<file path="src/rtl/axis_rx_chk_pkg.sv">
// Shared types and helpers for the AXIS receive checker: error bit indices,
// FSM state, beat/verdict structs and keep decoding functions.
package axis_rx_chk_pkg;

  localparam int NUM_LANES = 8;
  localparam int VEC_W     = 8;

  localparam int ERR_DATA = 0;
  localparam int ERR_LEN  = 1;
  localparam int ERR_KEEP = 2;
  localparam int ERR_SEQ  = 3;

  typedef enum logic {
    IDLE = 1'b0,
    DATA = 1'b1
  } state_t;

  typedef struct packed {
    logic [NUM_LANES-1:0][VEC_W-1:0] data;
    logic [15:0]                     len;
    logic [NUM_LANES-1:0]            keep;
    logic                            last;
  } beat_t;

  typedef struct packed {
    logic       ok;
    logic [3:0] err;
  } verdict_t;

  function automatic logic [3:0] keep_popcount(input logic [7:0] k);
    logic [3:0] c;
    c = '0;
    for (int i = 0; i < 8; i++) c = c + {3'b000, k[i]};
    return c;
  endfunction

  // Last beat may only drop trailing bytes: keep is a run of ones from the MSB.
  function automatic logic keep_last_legal(input logic [7:0] k);
    logic ok;
    case (k)
      8'hFF, 8'hFE, 8'hFC, 8'hF8,
      8'hF0, 8'hE0, 8'hC0, 8'h80: ok = 1'b1;
      default:                    ok = 1'b0;
    endcase
    return ok;
  endfunction

endpackage

</file>
<file path="src/rtl/axis_keep_decode.sv">
// Combinational keep decoder: byte count and legality of a beat's keep mask.
module axis_keep_decode
  import axis_rx_chk_pkg::*;
(
  input  logic [7:0] keep,
  input  logic       last,
  output logic [3:0] cnt,
  output logic       legal
);

  assign cnt   = keep_popcount(keep);
  assign legal = last ? keep_last_legal(keep) : (keep == 8'hFF);

endmodule

</file>
<file path="config.mk">
export PLATFORM = sky130hd
export DESIGN_NAME = axis_keep_decode
export DESIGN_NICKNAME = d
export VERILOG_FILES = /design/src/rtl/axis_rx_chk_pkg.sv /design/src/rtl/axis_keep_decode.sv
export SDC_FILE = /design/constraint.sdc
export NUM_CORES = 1
export LEC_CHECK = 0
export CORE_AREA = 2 2 39 41
export DETAILED_ROUTE_END_ITERATION = 12
export DIE_AREA = 0 0 41 43
export PLACE_DENSITY = 0.48
export SYNTH_ARGS = -nofsm -noshare
export SYNTH_HDL_FRONTEND = slang
export SYNTH_SLANG_ARGS = --single-unit
</file>
<file path="constraint.sdc">
create_clock -name vclk -period 6.2
set_clock_uncertainty 0.05 [all_clocks]
set_input_delay 0.93 -clock vclk [all_inputs]
set_output_delay 0.93 -clock vclk [all_outputs]
set_load 0.02 [all_outputs]
</file>
* After elaboration in Yosys (flattened, before gate mapping) *
Index checks and enable logic that the tools add are counted.
Widths: inputs -> output; s select.

cells by class
  add/subtract/negate cells = 7
  $mul = 0
  divide/modulo/power cells = 0
  magnitude comparators = 0
  eq/ne operators = 8
  shift operators = 0
  multiplexer cells = 2
  bitwise operators = 0
  reduce and logical (&&, ||, !) cells = 1

operator list
  operator            count
  $eq 8x8->1 const B  8
  $add 4x1->4         4
  $reduce_or 8->1     1
  $add 3x1->4         1
  $add 2x1->3         1
  $add 1x1->2         1
  $mux 1              2

word-level totals
  flip-flop bits (word level) = 0
  latch bits = 0
  bits in writable memories = 0
  bits in read-only memories = 0
  input bits = 9
  output and inout port bits = 5
  logic and storage cells = 18
  memories = 0

* Longest topological paths before layout *
Gate-level depths: netlist of the first run.

  depth after elaboration = 7
  gate-level depth with buffers = 9
  depth with buffers taken out = 9

* Worst setup path before layout of the first run *
Ideal clock, no wire load.

  kind = input port to output port
  start point = input port keep[0]
  end point = output port cnt[2]
  data arrival time = 3.382 ns
  required time = 5.220 ns
  setup slack = 1.838 ns
  cell stages on the path = 9
  buffers on the path = 0
  cells stage by stage = fa_1 > inv_1 > fa_1 > fa_1 > inv_1 > ha_1 > inv_1 > fa_1 > xnor2_1

on the way
  longest elaborated chain between the ends = 7

ends and longest elaborated chain
  item                      RTL line               text
  from (decl)               axis_keep_decode.sv:5  input logic [7:0] keep,
  $add 1x1->2               axis_rx_chk_pkg.sv:33  for (int i = 0; i < 8; i++) c = c + {3'b000, k[i]};
  $add 2x1->3               axis_rx_chk_pkg.sv:33
  $add 3x1->4               axis_rx_chk_pkg.sv:33
  $add 4x1->4 (4 in a row)  axis_rx_chk_pkg.sv:33
  to (decl)                 axis_keep_decode.sv:7  output logic [3:0] cnt,

Every way passes these cells.

* Final worst setup path of the first run *
Same ends and word-level chain as after synthesis.

==> summary.md, run 1 <==
| Metric | Value |
|---|---|
| Outcome | `complete, no violations` |
| Period utilization | `a little under nine tenths` |
| Via density | `3.73` |
| Post-CTS setup buffer count | `0` |
| Diode count | `0` |
| CP Launch Type | `primary input` |
| Crit path cell chain | `clkdlybuf4s50_1 > fa_1 > inv_1 > fa_1 > fa_1 > inv_1 > ha_1 > inv_1 > fa_1 > xnor2_1 > clkdlybuf4s50_1` |
| Worst Path Max Fanout | `3` |
| Cells after DPL | `64` |
| Hold-fix buffers, CTS | `0` |
| Crit. End Element | `primary output` |
| Total GRT Usage | `slightly above 6%` |
| CP arrival | `around 4300 ps` |
| Clock buffers | `0` |
| Slew Viols, Final | `0` |
| Worst hold-check path type | `primary input to primary output` |
| Ports | `14` |
| Final Setup Violations | `0` |
| Crit Path Category | `primary input to primary output` |
| Synth warnings | `0` |
| WL final | `slightly below 500 um` |
| Worst relative slew slack | `82.8%` |
| F_max | `~0.19 GHz` |
| Pwr/cell area | `~160 nW/um2` |
| HPWL after detailed placement | `about 430 um` |
| Leakage | `about 0.22 nW` |
| Seq/Total Area, Yosys | `0%` |
| Area Growth Syn to Fin | `57.1%` |
| # DRC | `0` |
| Starting density of the core | `just over 20%` |
| Reg power frac | `0%` |
| Switching share of power | `between 40% and 50%` |
| P_sw | `roughly 0.034 mW` |
| Crit-path slowest cell | `clkdlybuf4s50_1` |
| Crit-path leading delay family | `adder cells` |
| Crit path depth | `11` |
| Via count | `239` |
| Grt total ovfl | `0` |
| Vias in the first global route | `between 200 and 250` |
| Worst-Margin Slew | `around 260 ps` |
| Syn_area_per_cell | `between 8 and 9 um2` |
| DR WL/cell | `approximately 7.6 um` |
| Cell repeated most along the worst path | `fa_1` |
| Die X | `around 41 um` |
| Data required, critical path | `around 5200 ps` |
| Hold path depth | `4` |
| Mapped cell area | `280 um2` |
| Layout cells sized above 1 | `about 6.3%` |
| Final hold violations | `0` |
| Max IR drop VDD | `~0.077 mV` |
| First-pass GRT wire length | `793 um` |
| Post-route ant nets | `0` |
| Netlist cell types | `11` |
| Syn Inst Count | `34` |
| Initial antenna violation count | `0` |
| Non-filler cells, final | `64` |
| Power Internal | `~0.035 mW` |
| Synth Net Count | `53` |
| Placer congestion estimate | `0.696` |
| RSZ-0062 raised after global routing | `no` |
| Starting DRT DRC Count | `2` |
| Pin count of the biggest net entering global routing | `5` |
| Max Cap Viol | `0` |
| Top-area cell type share of the netlist area | `between 20% and 30%` |
| Die height | `approximately 43 um` |
| Synth top area cells | `fa_1 (29%), ha_1 (27%), inv_1 (19%)` |
| Fin nets | `69` |
| Port bufs | `14` |
| Final sequential cell count | `0` |
| Total power | `0.0692 mW` |
| DRT Pass-1 Iters | `2` |
| Minimum clock period | `approximately 5300 ps` |
| Yosys top cell by area | `fa_1` |
| Die area | `roughly 1800 um2` |
| Slowest stage delay, CP | `between 600 and 700 ps` |
| Core ar. | `about 1400 um2` |
| CP Buf/Inv Count | `5` |
| Setup TNS | `0 ps` |
| Sequential Area | `0 um2` |
| Gate power share | `100.0%` |
| Cell Rows | `14` |
| Clock share of power | `0%` |
| Post-CTS Resized | `0` |
-- layout make-up --
class,count,area [um2]
repair buffers,14,140
fillers,152,943
inverters,15,56.3
multi-input cells,19,224
well taps,16,20.0
-- path summary, 6_finish.rpt --
| check | startpoint | slack (ps) | endpoint |
|---|---|---|---|
| worst max-delay path | keep[0] | 900 | cnt[2] |
| worst min-delay path | keep[7] | 2930 | legal |
-- tightest hold or removal path, stage by stage --
cell and delay [ps]:
clkdlybuf4s50_1 450, o221ai_2 80, a2111oi_2 50, clkdlybuf4s50_1 530
-- power by group through the flow --
stage,Combinational (mW),Sequential (mW),Clock (mW)
finish,0.0692,0,0
global route,0.0767,0,0
CTS,0.0704,0,0
detailed placement,0.0695,0,0
global placement,0.0708,0,0
floorplan,0.0406,0,0
-- cells by family after synthesis --
kind of cell / Yosys count / share of synthesized area (%)
simple gates: 2 / 3.57
xor+xnor: 1 / 3.13
buf+inv: 15 / 20.1
compound gates: 6 / 17.9
fa+ha+maj: 10 / 55.4
-- layer usage --
layer	share of wire (%)	global-route usage, %	wire length, um	vias to the layer above
met5	0	0	0	-
li1	-	-	-	129
met4	0	0	0	0
met1	47	8.74	226	104
met2	45	10.3	219	6
met3	8.2	0	40	0
-- synthesized netlist by cell type --
| cell type | n |
|---|---|
| a21oi_1 | 3 |
| xnor2_1 | 1 |
| o21ai_0 | 1 |
| inv_1 | 14 |
| ha_1 | 6 |
| fa_1 | 4 |
| o221ai_2 | 1 |
| nor2_1 | 1 |
| inv_2 | 1 |
| nor2b_1 | 1 |
| a2111oi_2 | 1 |
-- placed cells by master (no fill, tap or decap) --
cell type / netlist / routed
a2111oi_2: 1 / 1
a21oi_1: 3 / 3
clkdlybuf4s50_1: 0 / 14
fa_1: 4 / 4
ha_1: 6 / 6
inv_1: 14 / 14
inv_2: 1 / 1
nor2_1: 1 / 1
nor2b_1: 1 / 1
o21ai_0: 1 / 1
o221ai_2: 1 / 1
xnor2_1: 1 / 1
-- through the flow --
step	hold WS (ps)	setup WS, ps	instance area [um2]	utilization (%)
6_report	2930	900	440	31.8
5_1_grt	2950	735	440	31.8
4_1_cts	2930	880	440	31.8
3_5_place_dp	2930	912	440	31.8
3_3_place_gp	2930	889	440	31.8
2_1_floorplan	1930	1840	280	-
No activity file was read; power rests on OpenSTA's default activity.
==> run 2, diff against run 1 <==
- clock period: 6.2 -> 5.3 ns (I/O delays scaled with it)
==> run 2 against run 1 <==
Effect of this change:
- combinational power up 18%
- hold slack worse by 280 ps
- non-clock buffer count is the same
- count of clock-buffer cells in the layout unchanged
- total power is 18% higher
- utilization unchanged
- flip-flop and latch count is the same
- critical path depth unchanged
- design area unchanged
- final cell count did not move
- die area stayed put
- global-route usage up 0.91 points
==> summary.md, run 2 (synthesized netlist as in run 1, its figures left out) <==
| Metric | Value |
|---|---|
| Max Cap Viol | `0 (unchanged)` |
| Port bufs | `14 (unchanged)` |
| Max Used Layer | `met3` |
| Worst Path Max Fanout | `3 (unchanged)` |
| Post-route ant nets | `0 (unchanged)` |
| Die area | `1760 um2 (unchanged)` |
| Setup TNS | `0 ps (unchanged)` |
| CP Launch Type | `primary input` |
| Max IR drop VDD | `0.0978 mV (+28%)` |
| Placer congestion estimate | `0.685 (-1.6%)` |
| DRT Pass-1 Iters | `2 (unchanged)` |
| Ports | `14 (unchanged)` |
| Area Growth Syn to Fin | `57.1% (unchanged)` |
| Outcome | `complete, no violations` |
| Fin nets | `69 (unchanged)` |
| Hold path depth | `4 (unchanged)` |
| Worst-Margin Slew | `260 ps (+3.08 ps)` |
| Pre-CTS WS | `261 ps (-651 ps)` |
| First-pass GRT wire length | `897 um (+13%)` |
| Cell Rows | `14 (unchanged)` |
| P_sw | `0.0405 mW (+18%)` |
| Period utilization | `95.1%` |
| # DRC | `0 (unchanged)` |
| Sequential Area | `0 um2 (unchanged)` |
| Non-filler cells, final | `64 (unchanged)` |
| Minimum clock period | `between 5000 and 6000 ps` |
| Total power | `0.0817 mW (+18%)` |
| Hold Path End | `legal` |
| Pin count of the biggest net entering global routing | `5 (unchanged)` |
| WL final | `523 um (+7.6%)` |
| Worst hold path startpoint | `keep[7]` |
| Commonest non-fill, non-tap cells in the layout | `inv_1 (14), clkdlybuf4s50_1 (14), ha_1 (6)` |
| Starting density of the core | `20.3% (unchanged)` |
| Clock buffers | `0 (unchanged)` |
| Post-CTS setup buffer count | `0 (unchanged)` |
| Die X | `41 um (unchanged)` |
| WL met3 | `37 um (-7.5%)` |
| Vias in the first global route | `218 (+6.3%)` |
| Crit. End Element | `primary output` |
| HPWL after detailed placement | `460 um (+8.1%)` |
| Data required, critical path | `4450 ps (-770 ps)` |
| Crit Path Category | `primary input to primary output` |
| Final sequential cell count | `0 (unchanged)` |
| Die height | `43 um (unchanged)` |
| Final Setup Violations | `0 (unchanged)` |
| Cell area after layout | `440 um2 (unchanged)` |
| RSZ-0062 raised after global routing | `no` |
| Core ar. | `1380 um2 (unchanged)` |
| Slew Viols, Final | `0 (unchanged)` |
| Worst hold-check path type | `primary input to primary output` |
| Leakage | `0.216 nW (unchanged)` |
| Final hold violations | `0 (unchanged)` |
| M1 WL | `248 um (+9.7%)` |
| Diode count | `0 (unchanged)` |
| Via count | `243 (+1.7%)` |
| Grt total ovfl | `0 (unchanged)` |
| Worst relative slew slack | `82.6% (-0.21 points)` |
| CP arrival | `4200 ps (-120 ps)` |
| Total GRT Usage | `6.94% (+0.91 points)` |
| F_max | `between 0.15 and 0.2 GHz` |
| Clock share of power | `0% (unchanged)` |
| DR WL met2 | `236 um (+7.8%)` |
| Gate power share | `100.0% (about the same)` |
| Starting DRT DRC Count | `2 (unchanged)` |
| DR WL/cell | `8.17 um (+7.6%)` |
| Layout cells sized above 1 | `6.25% (unchanged)` |
| Post-CTS Resized | `0 (unchanged)` |
| Switching share of power | `49.6% (+0.15 points)` |
| Hold-fix buffers, CTS | `0 (unchanged)` |
| Initial antenna violation count | `0 (unchanged)` |
| Final worst slack | `258 ps (-641 ps)` |
| Power Internal | `0.0411 mW (+18%)` |
| Via density | `3.80 (+1.7%)` |
| Pwr/cell area | `185 nW/um2 (+18%)` |
| Cells after DPL | `64 (unchanged)` |
| DP Area | `440 um2 (unchanged)` |
| Reg power frac | `0% (unchanged)` |
-- run 2: worst max-delay path by stage --
stage,from,to,cells past startpoint
6_report,keep[0],cnt[2],11
5_1_grt,keep[1],cnt[2],11
4_1_cts,keep[0],cnt[2],11
3_5_place_dp,keep[0],cnt[2],11
3_3_place_gp,keep[0],cnt[2],11
2_1_floorplan,keep[0],cnt[2],9
-- run 2: worst max-delay path, stage by stage --
cell	delay [ps]
clkdlybuf4s50_1	480
fa_1	550
inv_1	50
fa_1	490
fa_1	400
inv_1	70
ha_1	170
inv_1	60
fa_1	370
xnor2_1	150
clkdlybuf4s50_1	620
-- run 2: area by class of cell --
type                       count  area [um2]
fill                         147         943
inverter                      15        56.3
multi-input combinational     19         224
tap                           16        20.0
timing repair buffer          14         140
-- run 2: metal layers --
| metal | track usage [%] | up-vias |
|---|---|---|
| li1 | - | 128 |
| met1 | 10.4 | 109 |
| met2 | 11.6 | 6 |
| met3 | 0 | 0 |
| met4 | 0 | 0 |
| met5 | 0 | - |
-- run 2: through the flow --
stage / hold WS [ps] / utilization [%]
floorplan: 1660 / -
global placement: 2660 / 31.8
detailed placement: 2650 / 31.8
CTS: 2650 / 31.8
global route: 2700 / 31.8
finish: 2650 / 31.8
-- run 2: power groups by stage --
| stage | clock network, mW | logic, mW | registers (mW) |
|---|---|---|---|
| after floorplan | 0 | 0.0475 | 0 |
| after global placement | 0 | 0.0830 | 0 |
| after detailed placement | 0 | 0.0824 | 0 |
| after CTS | 0 | 0.0835 | 0 |
| after global routing | 0 | 0.0932 | 0 |
| final | 0 | 0.0817 | 0 |
